**src/rtl/jtkiwi_gfx_pkg.sv**
```systemverilog
// Shared definitions for the Kiwi GFX read-port arbiter: owner encoding,
// slot-to-owner map and the tag that follows each read down the pipeline.
package jtkiwi_gfx_pkg;

    localparam logic OWN_SCR = 1'b0;
    localparam logic OWN_OBJ = 1'b1;

    typedef struct packed {
        logic active;
        logic owner;
    } arb_tag_t;

    localparam arb_tag_t TAG_IDLE = '{active: 1'b0, owner: OWN_SCR};

    // Slots 0 and 3 belong to the tilemap engine, slots 1 and 2 to objects.
    function automatic logic slot_owner(input logic [1:0] i_slot);
        return (i_slot == 2'd1 || i_slot == 2'd2) ? OWN_OBJ : OWN_SCR;
    endfunction

endpackage

```
**src/rtl/jtkiwi_arb_rdpipe.sv**
```systemverilog
// Read-return pipeline for the GFX arbiter. The tag of a granted read is
// delayed two clocks so it lines up with the synchronous RAM output, then the
// RAM data is captured into the tagged owner's registers and that owner's
// valid pulses for one clock. Data holds until the owner's next valid.
module jtkiwi_arb_rdpipe
    import jtkiwi_gfx_pkg::*;
(
    input  logic        clk,
    input  logic        rst,
    input  arb_tag_t    i_tag,
    input  logic [15:0] i_code,
    input  logic [7:0]  i_lut,
    output logic        o_scr_valid,
    output logic [15:0] o_scr_code,
    output logic [7:0]  o_scr_lut,
    output logic        o_obj_valid,
    output logic [15:0] o_obj_code,
    output logic [7:0]  o_obj_lut
);

    arb_tag_t    r_tag0;
    arb_tag_t    r_tag1;
    logic        r_scr_valid;
    logic        r_obj_valid;
    logic [15:0] r_scr_code;
    logic [15:0] r_obj_code;
    logic [7:0]  r_scr_lut;
    logic [7:0]  r_obj_lut;
    logic        w_cap_scr;
    logic        w_cap_obj;

    assign w_cap_scr = r_tag1.active && (r_tag1.owner == OWN_SCR);
    assign w_cap_obj = r_tag1.active && (r_tag1.owner == OWN_OBJ);

    // Tag shift register: stage 0 pairs with the address stage, stage 1 with RAM output.
    always_ff @(posedge clk or posedge rst) begin
        if (rst) begin
            r_tag0 <= TAG_IDLE;
            r_tag1 <= TAG_IDLE;
        end else begin
            r_tag0 <= i_tag;
            r_tag1 <= r_tag0;
        end
    end

    // Capture RAM data for the tagged owner and raise its valid for one clock.
    always_ff @(posedge clk or posedge rst) begin
        if (rst) begin
            r_scr_valid <= 1'b0;
            r_obj_valid <= 1'b0;
            r_scr_code  <= '0;
            r_scr_lut   <= '0;
            r_obj_code  <= '0;
            r_obj_lut   <= '0;
        end else begin
            r_scr_valid <= w_cap_scr;
            r_obj_valid <= w_cap_obj;
            if (w_cap_scr) begin
                r_scr_code <= i_code;
                r_scr_lut  <= i_lut;
            end
            if (w_cap_obj) begin
                r_obj_code <= i_code;
                r_obj_lut  <= i_lut;
            end
        end
    end

    assign o_scr_valid = r_scr_valid;
    assign o_scr_code  = r_scr_code;
    assign o_scr_lut   = r_scr_lut;
    assign o_obj_valid = r_obj_valid;
    assign o_obj_code  = r_obj_code;
    assign o_obj_lut   = r_obj_lut;

endmodule

```
**src/rtl/jtkiwi_gfx_arb.sv**
```systemverilog
// Time-slot arbiter for the shared GFX read port of the tile code VRAM and
// the X1-001 LUT RAM. Holds the slot counter, grant logic and the registered
// address stage; read data returns through jtkiwi_arb_rdpipe 3 clocks after
// the grant.
// Optional build macro: JTKIWI_SLOT_STEAL_EN lets a requesting non-owner take
// a slot whose owner is idle (owner still wins when both request).
module jtkiwi_gfx_arb
    import jtkiwi_gfx_pkg::*;
#(
    parameter int CAW = 12,
    parameter int LAW = 10
) (
    input  logic           clk,
    input  logic           rst,
    input  logic           cen,
    input  logic           sync,
    input  logic           scr_req,
    input  logic [CAW-1:0] scr_caddr,
    input  logic [LAW-1:0] scr_laddr,
    output logic           scr_ack,
    output logic           scr_valid,
    output logic [15:0]    scr_code,
    output logic [7:0]     scr_lut,
    input  logic           obj_req,
    input  logic [CAW-1:0] obj_caddr,
    input  logic [LAW-1:0] obj_laddr,
    output logic           obj_ack,
    output logic           obj_valid,
    output logic [15:0]    obj_code,
    output logic [7:0]     obj_lut,
    output logic [CAW-1:0] code_addr,
    input  logic [15:0]    code_dout,
    output logic [LAW-1:0] lut_addr,
    input  logic [7:0]     lut_data,
    output logic [1:0]     slot
);

    logic [1:0]     r_slot;
    logic [CAW-1:0] r_code_addr;
    logic [LAW-1:0] r_lut_addr;
    logic           r_scr_ack;
    logic           r_obj_ack;

    logic           w_own;
    logic           w_own_req;
    logic           w_oth_req;
    logic           w_grant;
    logic           w_gnt_owner;
    logic           w_gnt_scr;
    logic           w_gnt_obj;
    arb_tag_t       w_tag;

    assign w_own     = slot_owner(r_slot);
    assign w_own_req = (w_own == OWN_OBJ) ? obj_req : scr_req;
    assign w_oth_req = (w_own == OWN_OBJ) ? scr_req : obj_req;

    // Grant decision: only on a slot advance that is not a line-start sync.
    always_comb begin
        w_grant     = 1'b0;
        w_gnt_owner = w_own;
        if (cen && !sync) begin
            if (w_own_req) begin
                w_grant = 1'b1;
            end
`ifdef JTKIWI_SLOT_STEAL_EN
            else if (w_oth_req) begin
                w_grant     = 1'b1;
                w_gnt_owner = ~w_own;
            end
`endif
        end
    end

`ifndef JTKIWI_SLOT_STEAL_EN
    // Non-owner request only matters when slot stealing is built in.
    logic w_unused_oth;
    assign w_unused_oth = w_oth_req;
`endif

    assign w_gnt_scr = w_grant && (w_gnt_owner == OWN_SCR);
    assign w_gnt_obj = w_grant && (w_gnt_owner == OWN_OBJ);
    assign w_tag     = '{active: w_grant, owner: w_gnt_owner};

    // Slot counter: sync restarts the sequence, cen advances it.
    always_ff @(posedge clk or posedge rst) begin
        if (rst) begin
            r_slot <= 2'd0;
        end else if (sync) begin
            r_slot <= 2'd0;
        end else if (cen) begin
            r_slot <= r_slot + 2'd1;
        end
    end

    // Address stage and acknowledges; an ungranted slot drives address 0.
    always_ff @(posedge clk or posedge rst) begin
        if (rst) begin
            r_code_addr <= '0;
            r_lut_addr  <= '0;
            r_scr_ack   <= 1'b0;
            r_obj_ack   <= 1'b0;
        end else begin
            r_scr_ack <= w_gnt_scr;
            r_obj_ack <= w_gnt_obj;
            if (cen) begin
                if (w_gnt_scr) begin
                    r_code_addr <= scr_caddr;
                    r_lut_addr  <= scr_laddr;
                end else if (w_gnt_obj) begin
                    r_code_addr <= obj_caddr;
                    r_lut_addr  <= obj_laddr;
                end else begin
                    r_code_addr <= '0;
                    r_lut_addr  <= '0;
                end
            end
        end
    end

    jtkiwi_arb_rdpipe u_rdpipe (
        .clk         (clk),
        .rst         (rst),
        .i_tag       (w_tag),
        .i_code      (code_dout),
        .i_lut       (lut_data),
        .o_scr_valid (scr_valid),
        .o_scr_code  (scr_code),
        .o_scr_lut   (scr_lut),
        .o_obj_valid (obj_valid),
        .o_obj_code  (obj_code),
        .o_obj_lut   (obj_lut)
    );

    assign slot      = r_slot;
    assign code_addr = r_code_addr;
    assign lut_addr  = r_lut_addr;
    assign scr_ack   = r_scr_ack;
    assign obj_ack   = r_obj_ack;

endmodule
```
**config.mk**
```make
export PLATFORM = sky130hd
export DESIGN_NAME = jtkiwi_gfx_arb
export DESIGN_NICKNAME = d
export VERILOG_FILES = /design/src/rtl/jtkiwi_gfx_pkg.sv /design/src/rtl/jtkiwi_arb_rdpipe.sv /design/src/rtl/jtkiwi_gfx_arb.sv
export SDC_FILE = /design/constraint.sdc
export NUM_CORES = 1
export LEC_CHECK = 0
export ABC_AREA = 1
export CAP_MARGIN = 30
export CORE_MARGIN = 2
export CORE_UTILIZATION = 41
export DETAILED_ROUTE_END_ITERATION = 7
export PLACE_DENSITY = 0.8
export SLEW_MARGIN = 5
export SYNTH_ARGS = -nofsm -noshare
export SYNTH_HDL_FRONTEND = slang
export SYNTH_SLANG_ARGS = --single-unit
```
**constraint.sdc**
```tcl
create_clock -name clk -period 2.9 [get_ports clk]
set_input_delay 0.29 -clock clk [delete_from_list [all_inputs] [get_ports clk]]
set_output_delay 0.29 -clock clk [all_outputs]
set_load 0.05 [all_outputs]
```
After elaboration in Yosys (flattened, before gate mapping)

Cells that the tools add are included.

Add/sub/neg operators: 1
Equality and inequality tests: 2
Mux-type cells: 10
Bitwise gates (word level): 2
Reduce and logical (&&, ||, !) cells: 8

Operator list:

| kind                  | count |
|---|---|
| $mux W12              | 2 |
| $mux W10              | 2 |
| $logic_and A1 B1 Y1   | 5 |
| $mux W1               | 4 |
| $mux W2               | 2 |
| $add A2 B1 Y2 const B | 1 |
| $eq A2 B1 Y1 const B  | 1 |
| $eq A2 B2 Y1 const B  | 1 |
| $not A1 Y1            | 2 |
| $reduce_bool A2 Y1    | 1 |
| $logic_not A1 Y1      | 1 |
| $logic_or A1 B1 Y1    | 1 |

Register bits after elaboration: 80
Word-level logic and storage cells: 38

Depth between registers and ports, before layout

Gate-level depths: netlist of run 1.

Depth in word-level cells: 9
Depth in mapped cells: 6
Depth with buffers taken out: 6

By module

Synthesis of run 1 repeated with hierarchy kept, for this count alone.

Cells, all modules: 369
Area total of the unflattened synthesis: 3,338.2 um2

Modules (own cells, without submodules):

| module            | times used | cells an instance | area each (um2) | seq. area each (um2) |
|---|---|---|---|---|
| jtkiwi_arb_rdpipe | 1          | 218               | 2,047.0         | 1,351.3 |
| jtkiwi_gfx_arb    | 1          | 151               | 1,291.2         | 650.6 |

Worst setup path after synthesis of run 1

Ideal clock, no wire load.

Path type: register to register
Start point: register r_slot[0] (netlist: slot[0])
End point: register r_code_addr[0] (netlist: code_addr[0])
Data arrival time: 1.275 ns
Required time: 2.775 ns
Path slack: 1.500 ns
Stages on the path, launching flop included: 7
Path buffers: 1
Period minus slack after synthesis: 1.400 ns
Cell sequence: dfrtp_1 -> inv_1 -> nand2_1 -> nand2_2 -> buf_4 -> nand4_1 -> nand3_1

Cells in the longest elaborated chain, start to end: 9
Elaborated cells on any way between the ends: 12
Those cells by class: eq/ne (2); mux (6); bitwise (1); reduce/logical (3)

RTL lines:

| element                                      | RTL line              | source |
|---|---|---|
| start, declared                              | jtkiwi_gfx_arb.sv:38  | `logic [1:0] r_slot;` |
| start signal, assigned                       | jtkiwi_gfx_arb.sv:91  | `r_slot <= r_slot + 2'd1;` |
| $eq A2 B1 Y1 or $eq A2 B2 Y1 (tied branches) | jtkiwi_gfx_pkg.sv:17  | `return (i_slot == 2'd1 \|\| i_slot == 2'd2) ? OWN_OBJ : OWN_SCR;` |
| $logic_or A1 B1 Y1 *                         | jtkiwi_gfx_pkg.sv:17  |  |
| $mux W1 *                                    | jtkiwi_gfx_pkg.sv:17  |  |
| $mux W1                                      | jtkiwi_gfx_arb.sv:54  | `assign w_own_req = (w_own == OWN_OBJ) ? obj_req : scr_req;` |
| $mux W1                                      | jtkiwi_gfx_arb.sv:62  | `if (w_own_req) begin` |
| $mux W1                                      | jtkiwi_gfx_arb.sv:61  | `if (cen && !sync) begin` |
| $logic_and A1 B1 Y1                          | jtkiwi_gfx_arb.sv:81  | `assign w_gnt_obj = w_grant && (w_gnt_owner == OWN_OBJ);` |
| $mux W12                                     | jtkiwi_gfx_arb.sv:109 | `end else if (w_gnt_obj) begin` |
| $mux W12 *                                   | jtkiwi_gfx_arb.sv:106 | `if (w_gnt_scr) begin` |
| end signal, assigned                         | jtkiwi_gfx_arb.sv:107 | `r_code_addr <= scr_caddr;` |
| end signal, assigned                         | jtkiwi_gfx_arb.sv:110 | `r_code_addr <= obj_caddr;` |
| end, declared                                | jtkiwi_gfx_arb.sv:39  | `logic [CAW-1:0] r_code_addr;` |

Every way passes the cells marked *; elsewhere a longest branch is shown, timed or not.
A chain may end at the register's enable or synchronous reset.

Final worst setup path of run 1

Start point: register r_slot[0] (netlist: slot[0])
End point: output slot[0]

RTL lines:

| element       | RTL line             | source |
|---|---|---|
| end, declared | jtkiwi_gfx_arb.sv:35 | `output logic [1:0] slot` |

No word-level cell between the ends.

==> results of run 1 <==
[flip-flops by register name, summed over array words and instances, names as in the netlist]
name and flops:
u_rdpipe.o_obj_code 16, u_rdpipe.o_scr_code 16, code_addr 12, lut_addr 10, u_rdpipe.o_obj_lut 8, u_rdpipe.o_scr_lut 8
slot 2, u_rdpipe.r_tag0 2, u_rdpipe.r_tag1 2, obj_ack 1, scr_ack 1, u_rdpipe.o_obj_valid 1
u_rdpipe.o_scr_valid 1
[power by group through the flow]
stage          Combinational (mW)  Sequential (mW)  Clock [mW]
2_1_floorplan               0.297             2.51           0
3_3_place_gp                 1.98             1.55           0
3_5_place_dp                 2.01             1.56           0
4_1_cts                      2.01             1.54       0.940
5_1_grt                      2.10             1.58       0.997
6_report                     2.00             1.54       0.930
[Yosys cell counts]
| cell type | n |
|---|---|
| nand2_1 | 81 |
| dfrtp_1 | 80 |
| nand3_1 | 44 |
| o21ai_0 | 41 |
| inv_1 | 33 |
| nand4_1 | 22 |
| buf_2 | 7 |
| clkbuf_1 | 7 |
| o21ai_1 | 5 |
| o21ai_2 | 5 |
| buf_4 | 4 |
| buf_6 | 2 |
| nor2_1 | 2 |
| buf_1 | 1 |
| clkbuf_2 | 1 |
| inv_2 | 1 |
| nand2_2 | 1 |
| nor2_2 | 1 |
| nor2_4 | 1 |
| nor3_1 | 1 |
| or2_4 | 1 |
[logic make-up (layout without fill, tap and decap cells)]
group | after synthesis | after routing | share of synthesized area, %
AO/OA/AOI/OAI | 51 | 51 | 8.48
flip-flops | 80 | 80 | 61.9
buffers and inverters | 56 | 202 | 7.74
AND/OR/NAND/NOR | 154 | 154 | 21.9
[final cells by class]
class                      instances  area (um^2)
clock buffer                      10          138
clock inverter                     6         91.3
fill                             645         2690
inverter                          34          129
multi-input combinational        205          981
sequential                        80         2000
tap                              102          128
timing repair buffer             152         1530
[worst max path at each step]
stage	startpoint	to	cells after the start
finish	slot[0]	slot[0]	1
detailed placement	cen	lut_addr[5]	5
CTS	slot[0]	slot[0]	1
floorplan	rst	code_addr[0]	1
global route	slot[0]	slot[0]	1
global placement	cen	lut_addr[4]	5
[metrics by stage]
stage	util [%]	hold slack (ns)
2_1_floorplan	-	0.331
3_5_place_dp	62.0	0.337
5_1_grt	65.0	0.344
6_report	65.0	0.298
4_1_cts	65.0	0.310
3_3_place_gp	62.0	0.332
[layer usage]
layer	wire length [um]	share of wire, %
met5	0	0
met2	4080	48
met1	3560	42
met3	748	8.8
met4	85	1.0
==> metrics.md, run 1 <==
| Metric | Value |
|---|---|
| RSZ-0062 raised after global routing | no |
| Drt first pass iters | 4 |
| Worst R2R End | lut_addr[9] |
| Tightest Pin Transition | 0.865 ns |
| Switching power | 1.90 mW |
| Crit-path max cell delay | 0.85 ns |
| Die area | 0.00861 mm^2 |
| Avg Inst Size Synth | 9.48 um^2 |
| Maximum clock rate | 536 MHz |
| Peak VDD IR | 0.000282 V |
| Pwr Total | 4.46 mW |
| Tot GR Track Use | 20.5% |
| CP delay by family, top | buffers and inverters |
| Num CTS Buffers | 9 |
| Critical Path Start Type | register |
| Hold Path Class | input port to asynchronous set/reset pin |
| Netlist cell types | 21 |
| Antenna cells | 0 |
| RePlAce Congestion | 0.746 |
| Warnings from Yosys | 0 |
| Placed Area | 0.00477 mm^2 |
| Max Cap Viol | 0 |
| Vias in the first global route | 2930 |
| GRT Residual Overflow | 0 |
| Busiest grt layer | met2 |
| Final HPWL from detailed placement | 5.98 mm |
| CTS clk-pin slew, worst paths | 0.09 ns |
| Arrival time worst endpoint | 1.57 ns |
| Max_slew headroom | 42.3% |
| Routing usage on met3 | 5.61% |
| Fin. Hold Viols | 0 |
| Clock insertion delay at the later pin of the skew report | 0.34 ns |
| Post-CTS Setup Inserts | 0 |
| Status | finished clean |
| Synthesized area | 0.00323 mm^2 |
| Crit Path Max Fanout | 4 |
| Cell taking the most area after synthesis | dfrtp_1 |
| Final nets | 556 |
| Crit-path slowest cell | clkdlybuf4s50_1 |
| IO Pins | 150 |
| Commonest non-fill, non-tap cells in the layout | 149 x clkdlybuf4s50_1, 81 x nand2_1, 80 x dfrtp_1, 44 x nand3_1, 41 x o21ai_0 |
| Starting Density | 42.1% |
| Grt met1 use | 26.9% |
| Reg-to-Reg Start | slot[0] |
| R2R cell count | 5 |
| Final WS setup | 1.04 ns |
| Final critical-path share of the clock period | 64.3% |
| Die W | 92.8 um |
| Syn nets | 415 |
| Place WS | 0.830 ns |
| Clock power frac | 20.8% |
| Finished Layout Cells | 589 |
| Number of port buffers | 149 |
| Commonest non-fill, non-tap cell in the layout | clkdlybuf4s50_1 |
| Flops & latches, synth | 80 |
| CTS Buffer Depth | 2 |
| Pin count of the biggest net entering global routing | 51 |
| Worst Skew | 0.00742 ns |
| Vias | 2935 |
| Htree depth | 3 |
| Sw frac | 42.7% |
| Routed wire length | 8.47 mm |
| Int Power | 2.56 mW |
| Syn Inst Count | 341 |
| WP buf/inv | 1 |
| Routed Antenna Nets | 0 |
| Final Instance Area | 0.00499 mm^2 |
| Gate power share | 44.7% |
| Top cells by area, synth | dfrtp_1 62%, nand2_1 9.4%, nand3_1 6.8% |
| Seq pwr share | 34.4% |
| Worst path cell trace | clkdlybuf4s50_1 |
| Drt drc | 0 |
| Worst EP required | 2.61 ns |
| Power per cell area | 894 mW/mm^2 |
| DR WL/cell | 14.4 um |
| CTS Hold Bufs | 0 |
| Setup_tns | 0 ns |
| Placeable core area | 0.00769 mm^2 |
| Initial antenna violation count | 0 |
| First-pass GRT wire length | 14.0 mm |
| Final setup fails | 0 |
| Via/cell ratio | 4.98 |
| Sequential area share after synthesis | 61.9% |
| Layout cells sized above 1 | 6.16% |
| M2 GR Usage | 33.4% |
| DP Cell Count | 573 |
| Rows | 32 |
| Setup CP Type | register to output pin |
| Die height | 92.8 um |
| 1st-iter DRT viols | 106 |
| CTS root buffer | clkbuf_8 |
| Fin crit period | 1.86 ns |
| # clock sinks | 80 |
| Slew Limit Fails | 0 |
| Area growth, synth to finish | 54.5% |
| R2R Setup Slk | 1.34 ns |
| CP Capture Type | output pin |
| Leak | 2.31 nW |
| Post-CTS sizing | 0 |
| CTS tree | done |
| Area share of the leading cell type in the synthesized netlist | 61.9% |
No activity file was read; power rests on OpenSTA's default activity.
==> run 2: changes to the inputs <==
--- a/config.mk
+++ b/config.mk
@@ -8,9 +8,9 @@
 export ABC_AREA = 1
 export CAP_MARGIN = 30
 export CORE_MARGIN = 2
-export CORE_UTILIZATION = 41
+export CORE_UTILIZATION = 37
 export DETAILED_ROUTE_END_ITERATION = 7
-export PLACE_DENSITY = 0.8
+export PLACE_DENSITY = 0.76
 export SLEW_MARGIN = 5
 export SYNTH_ARGS = -nofsm -noshare
 export SYNTH_HDL_FRONTEND = slang
==> constraint.sdc (replaced) <==
create_clock -name clk -period 1.5 [get_ports clk]
set_input_delay 0.15 -clock clk [delete_from_list [all_inputs] [get_ports clk]]
set_output_delay 0.15 -clock clk [all_outputs]
set_load 0.05 [all_outputs]
==> metrics.md, run 2 (synthesis gave the netlist of run 1 again) <==
| Metric | Value |
|---|---|
| Status | finished clean |
| RSZ-0062 raised after global routing | no |
| CTS Hold Bufs | 0 (unchanged) |
| Drt first pass iters | 5 (+1) |
| Via/cell ratio | 4.96 (-0.49%) |
| Final Instance Area | 0.00495 mm^2 (-0.98%) |
| Register area | 0.00200 mm^2 (unchanged) |
| Placeable core area | 0.00859 mm^2 (+12%) |
| Fin. Hold Viols | 0 (unchanged) |
| Final critical-path share of the clock period | 85.1% |
| Initial antenna violation count | 0 (unchanged) |
| Critical Path Start Type | register |
| CP delay by family, top | flip-flops |
| Routed wire length | 8.89 mm (+4.9%) |
| Max_slew headroom | 65.6% (+23 points) |
| CTS Buffer Depth | 2 (unchanged) |
| RePlAce Congestion | 0.768 (+3.0%) |
| Worst Skew | 0.0112 ns (+0.00381 ns) |
| Placed Area | 0.00468 mm^2 (-1.7%) |
| First-pass GRT wire length | 14.8 mm (+6.0%) |
| Clock power frac | 22.5% (+1.7 points) |
| 1st-iter DRT viols | 106 (unchanged) |
| Tightest Pin Transition | 0.516 ns (-0.348 ns) |
| Maximum clock rate | 784 MHz |
| Switching power | 3.69 mW (+94%) |
| Fin crit period | 1.28 ns |
| CP Capture Type | register |
| Hold Path Class | input port to asynchronous set/reset pin |
| Pin count of the biggest net entering global routing | 50 (-2.0%) |
| Multi-input gate area | 991 um^2 (+1.0%) |
| Vias | 2990 (+1.9%) |
| Leak | 2.49 nW (+7.5%) |
| Die height | 97.5 um (+5.0%) |
| Crit-path max cell delay | 0.42 ns (-0.43 ns) |
| Vias in the first global route | 3177 (+8.4%) |
| Setup CP Type | register to register |
| Starting Density | 37.6% (-4.4 points) |
| Htree depth | 3 (unchanged) |
| Gate power share | 42.8% (-1.9 points) |
| CTS root buffer | clkbuf_8 |
| Die W | 97.5 um (+5.0%) |
| Tot GR Track Use | 19.1% (-1.4 points) |
| Area growth, synth to finish | 53.0% |
| Fill cell count | 752 (+17%) |
| WP buf/inv | 2 (+1) |
| Final Util | 57.6% (-7.4 points) |
| Drt drc | 0 (unchanged) |
| Int Power | 4.96 mW (+94%) |
| CTS clk-pin slew, worst paths | 0.09 ns (about the same) |
| Power per cell area | 1750 mW/mm^2 (+96%) |
| Rows | 34 (+6.3%) |
| Die area | 0.00950 mm^2 (+10%) |
| IO Pins | 150 (unchanged) |
| CTS tree | done |
| Worst EP required | 1.77 ns (-0.84 ns) |
| Final setup fails | 0 (unchanged) |
| # clock sinks | 80 (unchanged) |
| Commonest non-fill, non-tap cells in the layout | 83 x buf_4, 81 x nand2_1, 80 x dfrtp_1, 73 x clkdlybuf4s50_1, 44 x nand3_1 |
| Seq pwr share | 34.6% (+0.2 points) |
| Min Hold Slack | 0.141 ns (-0.157 ns) |
| Max Cap Viol | 0 (unchanged) |
| GRT Residual Overflow | 0 (unchanged) |
| Crit-path slowest cell | dfrtp_1 |
| Routed Antenna Nets | 0 (unchanged) |
| Layout cells sized above 1 | 23.0% (+17 points) |
| Commonest non-fill, non-tap cell in the layout | buf_4 |
| Arrival time worst endpoint | 1.55 ns (-0.02 ns) |
| Final nets | 564 (+1.4%) |
| Num CTS Buffers | 9 (unchanged) |
| Peak VDD IR | 0.000588 V (+110%) |
| Worst path cell trace | inv_1 > nand2_1 > nand2_1 > buf_4 > nand3_1 > nand3_1 |
| Setup_tns | 0 ns (unchanged) |
| Final HPWL from detailed placement | 6.32 mm (+5.5%) |
| Slew Limit Fails | 0 (unchanged) |
| Crit Path Max Fanout | 22 (+18) |
| Clock insertion delay at the later pin of the skew report | 0.35 ns (about the same) |
| Sw frac | 42.7% (about the same) |
| DR WL/cell | 14.7 um (+2.4%) |
| Antenna cells | 0 (unchanged) |
| Number of port buffers | 149 (unchanged) |
## run 2: layout make-up
cell class / instances / share of cell area [%]
sequential: 80 / 40.5
multi-input combinational: 205 / 20.0
timing repair buffer: 160 / 29.0
clock inverter: 6 / 2.33
tap: 108 / 2.73
clock buffer: 10 / 2.78
inverter: 34 / 2.66
## run 2: timing repair
| item | CTS | global route |
|---|---|---|
| gates resized for setup | 0 | 2 |
| setup endpoints to repair | 0 | 23 |
| setup buffers | 0 | 0 |
## run 2: through the flow
step	setup slack, ns	total power [mW]	instances
2_1_floorplan	0.100	5.43	341
3_3_place_gp	-0.239	6.67	587
3_5_place_dp	-0.349	6.76	587
4_1_cts	0.0116	8.71	603
5_1_grt	0.131	9.03	603
6_report	0.224	8.65	603
## run 2: power by group through the flow
stage                     clock (mW)  combinational, mW  sequential (mW)
after floorplan                    0              0.575             4.86
after global placement             0               3.67             3.01
after detailed placement           0               3.72             3.03
after CTS                       1.99               3.73             3.00
after global routing            2.08               3.88             3.06
final                           1.95               3.71             3.00
## run 2: layer usage
layer,wire [um],vias to the layer above,global-route usage (%)
li1,-,1422,-
met1,3720,1412,24.1
met2,4400,146,31.2
met3,649,10,5.25
met4,121,0,7.48
met5,0,-,0
## run 2: final timing paths
check | startpoint | end | slack, ns | cells past startpoint
max | slot[0] | lut_addr[8] | 0.22 | 6
min | rst | u_rdpipe.o_obj_code[10] | 0.14 | 2
max reg2reg | slot[0] | lut_addr[8] | 0.22 | 6
min reg2reg | u_rdpipe.r_tag0[0] | u_rdpipe.r_tag1[0] | 0.35 | 0
max in group asynchronous | rst | u_rdpipe.o_scr_code[6] | 0.86 | 3
min in group clk | u_rdpipe.r_tag0[0] | u_rdpipe.r_tag1[0] | 0.35 | 0
